### src/rtl/game_supervisor.sv
// Multi-player snake play-state supervisor: gates frame ticks, latches death/win, keeps saturating scores.
// All outputs registered, 1-cycle latency, no backpressure; define GAME_AUTO_RESTART_EN for auto restart.
module game_supervisor #(
    parameter int PLAYERS     = 2,
    parameter int SCORE_W     = 8,
    parameter int WIN_SCORE   = 200,
    parameter int AUTO_FRAMES = 180
) (
    input  logic                       clk,
    input  logic                       rst_n,
    input  logic                       i_restart,
    input  logic                       i_pause,
    input  logic [PLAYERS-1:0]         i_start,
    input  logic                       i_vsync,
    input  logic [PLAYERS-1:0]         i_failure,
    input  logic [PLAYERS-1:0]         i_success,
    input  logic [PLAYERS-1:0]         i_eat,
    output logic [2:0]                 o_state,
    output logic                       o_frame_en,
    output logic                       o_game_rst_n,
    output logic [PLAYERS-1:0]         o_alive,
    output logic [PLAYERS-1:0]         o_winner,
    output logic [PLAYERS*SCORE_W-1:0] o_score,
    output logic                       o_fail_evt,
    output logic                       o_win_evt
);

    typedef enum logic [2:0] {
        ST_IDLE  = 3'd0,
        ST_RUN   = 3'd1,
        ST_PAUSE = 3'd2,
        ST_OVER  = 3'd3,
        ST_WIN   = 3'd4
    } state_t;

    localparam logic [SCORE_W:0] WIN_L = (SCORE_W+1)'(WIN_SCORE);

    state_t                         state_q, state_d;
    logic [PLAYERS-1:0]             alive_q, alive_d, winner_q, winner_d;
    logic [PLAYERS-1:0][SCORE_W-1:0] score_q, score_d, score_ev;
    logic [PLAYERS-1:0]             fail_v, succ_v, eat_v, alive_nx, win_set;
    logic                           frame_en_q, fail_evt_q, fail_evt_d, win_evt_q, win_evt_d;
    logic                           game_rst_n_q;
    logic                           auto_fire;
    logic                           restart;
    logic                           terminal;

    assign terminal = (state_q == ST_OVER) || (state_q == ST_WIN);

`ifdef GAME_AUTO_RESTART_EN
    localparam int CNT_W = $clog2(AUTO_FRAMES + 1);
    logic [CNT_W-1:0] auto_cnt_q;

    // Fires on the vsync that brings the count up to AUTO_FRAMES.
    assign auto_fire = terminal && i_vsync && (auto_cnt_q == CNT_W'(AUTO_FRAMES - 1));

    always_ff @(posedge clk) begin
        if (!rst_n || i_restart || auto_fire || !terminal) begin
            auto_cnt_q <= '0;
        end else if (i_vsync) begin
            auto_cnt_q <= auto_cnt_q + CNT_W'(1);
        end
    end
`else
    logic auto_unused;
    assign auto_unused = (AUTO_FRAMES > 0);
    assign auto_fire   = 1'b0;
`endif

    assign restart = !rst_n || i_restart || auto_fire;

    always_comb begin
        fail_v   = i_failure & alive_q;
        succ_v   = i_success & alive_q & ~fail_v;
        eat_v    = i_eat & alive_q & ~fail_v;
        alive_nx = alive_q & ~fail_v;
        win_set  = succ_v;
        score_ev = score_q;
        for (int p = 0; p < PLAYERS; p++) begin
            if (eat_v[p]) begin
                if (score_q[p] != '1) begin
                    score_ev[p] = score_q[p] + SCORE_W'(1);
                end
                if (({1'b0, score_q[p]} + (SCORE_W+1)'(1)) >= WIN_L) begin
                    win_set[p] = 1'b1;
                end
            end
        end
    end

    always_comb begin
        state_d    = state_q;
        alive_d    = alive_q;
        winner_d   = winner_q;
        score_d    = score_q;
        fail_evt_d = 1'b0;
        win_evt_d  = 1'b0;
        case (state_q)
            ST_IDLE: begin
                if (|i_start) begin
                    state_d = ST_RUN;
                end
            end
            ST_RUN, ST_PAUSE: begin
                alive_d = alive_nx;
                score_d = score_ev;
                // Win beats game over, which beats a pause toggle.
                if (|win_set) begin
                    winner_d  = win_set;
                    state_d   = ST_WIN;
                    win_evt_d = 1'b1;
                end else if (alive_nx == '0) begin
                    state_d    = ST_OVER;
                    fail_evt_d = 1'b1;
                end else if (i_pause) begin
                    state_d = (state_q == ST_RUN) ? ST_PAUSE : ST_RUN;
                end
            end
            default: begin
            end
        endcase
    end

    always_ff @(posedge clk) begin
        game_rst_n_q <= !restart;
        if (restart) begin
            state_q    <= ST_IDLE;
            alive_q    <= '1;
            winner_q   <= '0;
            score_q    <= '0;
            frame_en_q <= 1'b0;
            fail_evt_q <= 1'b0;
            win_evt_q  <= 1'b0;
        end else begin
            state_q    <= state_d;
            alive_q    <= alive_d;
            winner_q   <= winner_d;
            score_q    <= score_d;
            frame_en_q <= i_vsync && (state_q == ST_RUN);
            fail_evt_q <= fail_evt_d;
            win_evt_q  <= win_evt_d;
        end
    end

    assign o_state      = state_q;
    assign o_frame_en   = frame_en_q;
    assign o_game_rst_n = game_rst_n_q;
    assign o_alive      = alive_q;
    assign o_winner     = winner_q;
    assign o_score      = score_q;
    assign o_fail_evt   = fail_evt_q;
    assign o_win_evt    = win_evt_q;

endmodule
### config.mk
export PLATFORM = sky130hd
export DESIGN_NAME = game_supervisor
export DESIGN_NICKNAME = d
export VERILOG_FILES = /design/src/rtl/game_supervisor.sv
export SDC_FILE = /design/constraint.sdc
export NUM_CORES = 1
export LEC_CHECK = 0
export ABC_AREA = 1
export CAP_MARGIN = 30
export CELL_PAD_IN_SITES_DETAIL_PLACEMENT = 2
export CELL_PAD_IN_SITES_GLOBAL_PLACEMENT = 2
export CORE_ASPECT_RATIO = 1.75
export CORE_MARGIN = 5
export CORE_UTILIZATION = 22
export CTS_CLUSTER_DIAMETER = 50
export CTS_CLUSTER_SIZE = 12
export DETAILED_ROUTE_END_ITERATION = 10
export PLACE_DENSITY = 0.77
export SLEW_MARGIN = 20
export SYNTH_ARGS = -nofsm -noshare
export SYNTH_HDL_FRONTEND = slang
export SYNTH_SLANG_ARGS = --single-unit
### constraint.sdc
create_clock -name clk -period 1.7 [get_ports clk]
set_input_delay 0.255 -clock clk [delete_from_list [all_inputs] [get_ports clk]]
set_output_delay 0.255 -clock clk [all_outputs]
set_load 0.1 [all_outputs]
==> impl_metrics.env <==
export IMPL_gp_routability_congestion=0.814
export IMPL_dieArea_sq_um=8170
export IMPL_synthesis_instances=217
export IMPL_dr_pass1_iters=4
export IMPL_clock_path_buffers=2
export IMPL_grt_pass1_wl_microns=8710
export IMPL_final_setup_tns_ns=-0.485
export IMPL_die_h_microns=116
export IMPL_p_leak_uw=0.00115
export IMPL_routed_wl_met2_microns=3660
export IMPL_power_frac_clock=0.252
export IMPL_grt_pass1_vias=1853
export IMPL_cts_tree="built"
export IMPL_cts_sinks=27
export IMPL_worstSetupPathType="reg2reg"
export IMPL_combPwrFrac=0.320
export IMPL_seq_power_share=0.429
export IMPL_cap_violations=0
export IMPL_p_int_uw=987
export IMPL_worst_hold_slack_ns=0.482
export IMPL_syn_to_final_growth_pct=95.1
export IMPL_endpoint_kind="flop"
export IMPL_die_w_microns=70.5
export IMPL_grt_max_degree=22
export IMPL_required_ns=1.90
export IMPL_post_dp_hpwl_microns=4190
export IMPL_netlist_area_sq_um=1410
export IMPL_synth_area_top_cells="dfxtp_1 (38%), nand2_1 (15%), inv_1 (7.5%)"
export IMPL_min_path_type="reg2reg"
export IMPL_antenna_found_initial=0
export IMPL_yosys_warnings=0
export IMPL_cts_root_buf="clkbuf_8"
export IMPL_top_layer="met4"
export IMPL_max_slew_margin=0.780
export IMPL_synth_seq_cells=27
export IMPL_numPortBuffers=39
export IMPL_fin_crit_ns=1.92
export IMPL_start_util=0.226
export IMPL_layout_setup_ws_ns=-0.219
export IMPL_power_switching_uw=564
export IMPL_via_per_inst=4.57
export IMPL_finalHoldViolCount=0
export IMPL_post_route_period_util=1.13
export IMPL_power_uw=1550
export IMPL_wl_met3_microns=136
export IMPL_remaining_drc_errors=0
export IMPL_placed_area_sq_um=2360
export IMPL_antenna_left=0
export IMPL_setup_viol=7
export IMPL_finClkSkew_ns=0.00688
export IMPL_synth_area_per_cell_sq_um=6.50
export IMPL_path_max_fanout=5
export IMPL_drt_met1_wl_microns=2300
export IMPL_cp_arrival_ns=2.12
export IMPL_violations="setup timing"
export IMPL_antenna_cells=0
export IMPL_core_area_sq_um=6230
export IMPL_overflow=0
export IMPL_seq_area_frac_synth=0.383
export IMPL_peakVddDrop_v=0.000353
export IMPL_startpoint_type="flop"
export IMPL_io_pins=40
export IMPL_yosys_area_top_type="dfxtp_1"
export IMPL_place_ws_ns=-0.0935
export IMPL_syn_num_nets=232
export IMPL_cts_made_buffers=3
export IMPL_maxSlewViolCount=0
export IMPL_fmax_ghz=0.521
export IMPL_core_rowCount=38
export IMPL_drt_iter0_drc=33
export IMPL_wl_microns=6180
export IMPL_final_area_sq_um=2750
export IMPL_worst_slew_pin_slew_ns=0.330
export IMPL_layout_drive_gt1_share=0.486
export IMPL_cts_htree_levels=1
export IMPL_clk_latency_ns=0.28
export IMPL_vias=1711
export IMPL_track_usage=0.132
export IMPL_synth_cell_types=22
export IMPL_wl_per_cell_microns=16.5
export IMPL_nNetsFinal=310
export IMPL_status="complete, but fails checks"
export IMPL_path_clk_slew_ns=0.10
export IMPL_powerDensity_nw_per_um2=564
export IMPL_grt_setup_unrepaired="yes"
export IMPL_netlist_area_leader_share=0.383
export IMPL_p_sw_frac=0.364
per-stage QoR:
stage | util | instances
after floorplan | - | 217
after global placement | 0.379 | 348
after global routing | 0.442 | 374
after detailed placement | 0.379 | 348
after CTS | 0.400 | 358
final | 0.442 | 374
area by class of cell:
type,count,area (sq um)
Timing Repair Buffer,77,953
Sequential cell,27,604
Inverter,32,120
Clock buffer,4,45.0
Multi-Input combinational cell,154,928
Tap cell,80,100
Fill cell,683,3480
registers in the layout (all words and copies together) (netlist names):
name and cells:
o_game_rst_n 1, o_win_evt 1, o_score 16, o_alive 2, o_winner 2, o_fail_evt 1
o_state 3, o_frame_en 1
worst max-delay path, cell delays in order (launching register included):
cell and delay [ns]:
dfxtp_4 0.39, ha_4 0.18, nand2_4 0.08, inv_2 0.05, nand3_2 0.06, nand2_2 0.06
nor2_2 0.12, nand2_1 0.07, nand2_1 0.08, nand2_2 0.07, nand2_2 0.08, nand2_4 0.06
nor2_4 0.12, nand2_1 0.08, nor2_1 0.14, nor2_1 0.08, nor2_1 0.13
power by group through the flow:
stage / clock network, uW / logic (uW) / registers [uW]
2_1_floorplan: 0 / 123 / 799
3_3_place_gp: 0 / 424 / 677
3_5_place_dp: 0 / 432 / 678
4_1_cts: 404 / 445 / 664
5_1_grt: 423 / 524 / 668
6_report: 390 / 496 / 665
cells in the final DEF (no fill, tap or decap), drive strengths merged, types with 9 or more instances in the layout:
cell,n
a21oi,18
buf,64
clkdlybuf4s50,12
dfxtp,27
inv,32
nand2,65
nand3,9
nor2,27
o21ai,21
cells by family (layout without fill, tap and decap cells):
group / count (synthesis) / after routing / synth area share
AND/OR/NAND/NOR: 107 / 107 / 0.332
flip-flops: 27 / 27 / 0.383
buffers and inverters: 36 / 113 / 0.0976
adder cells (fa/ha/maj): 2 / 2 / 0.0177
AO/OA/AOI/OAI: 45 / 45 / 0.169
metal layers:
metal / global-route usage / vias to the layer above
li1: - / 849
met1: 0.129 / 824
met2: 0.282 / 31
met3: 0.00955 / 7
met4: 0.0435 / 0
met5: 0 / -
synth_stat cells:
| cell | count |
|---|---|
| nor3_2 | 3 |
| or2_2 | 1 |
| nand4_1 | 1 |
| nor2_2 | 5 |
| nor2_1 | 22 |
| buf_2 | 2 |
| inv_2 | 4 |
| nand3_1 | 9 |
| a21boi_0 | 1 |
| o21ai_1 | 3 |
| ha_1 | 2 |
| clkbuf_1 | 2 |
| a211oi_1 | 2 |
| o21ai_0 | 18 |
| nand2_2 | 7 |
| a21oi_1 | 18 |
| dfxtp_1 | 27 |
| o211ai_1 | 2 |
| a31oi_1 | 1 |
| inv_1 | 28 |
| nor3_1 | 1 |
| nand2_1 | 58 |
timing repair:
action | CTS | global route
hold buffers | 0 | 0
setup endpoints to repair | 6 | 12
setup buffers | 6 | 15
gates resized for setup | 14 | 35
gates cloned | 0 | 1
pin swaps | 4 | 18
final timing paths:
path | cells after the start | to | slack, ns | startpoint
setup reg to reg | 16 | o_state[1] | -0.22 | o_score[0]
hold reg to reg | 1 | o_score[8] | 0.48 | o_score[8]
setup / recovery | 16 | o_state[1] | -0.22 | o_score[0]
hold / removal | 1 | o_score[8] | 0.48 | o_score[8]
Note: power is estimated with default switching activity, not from simulation.
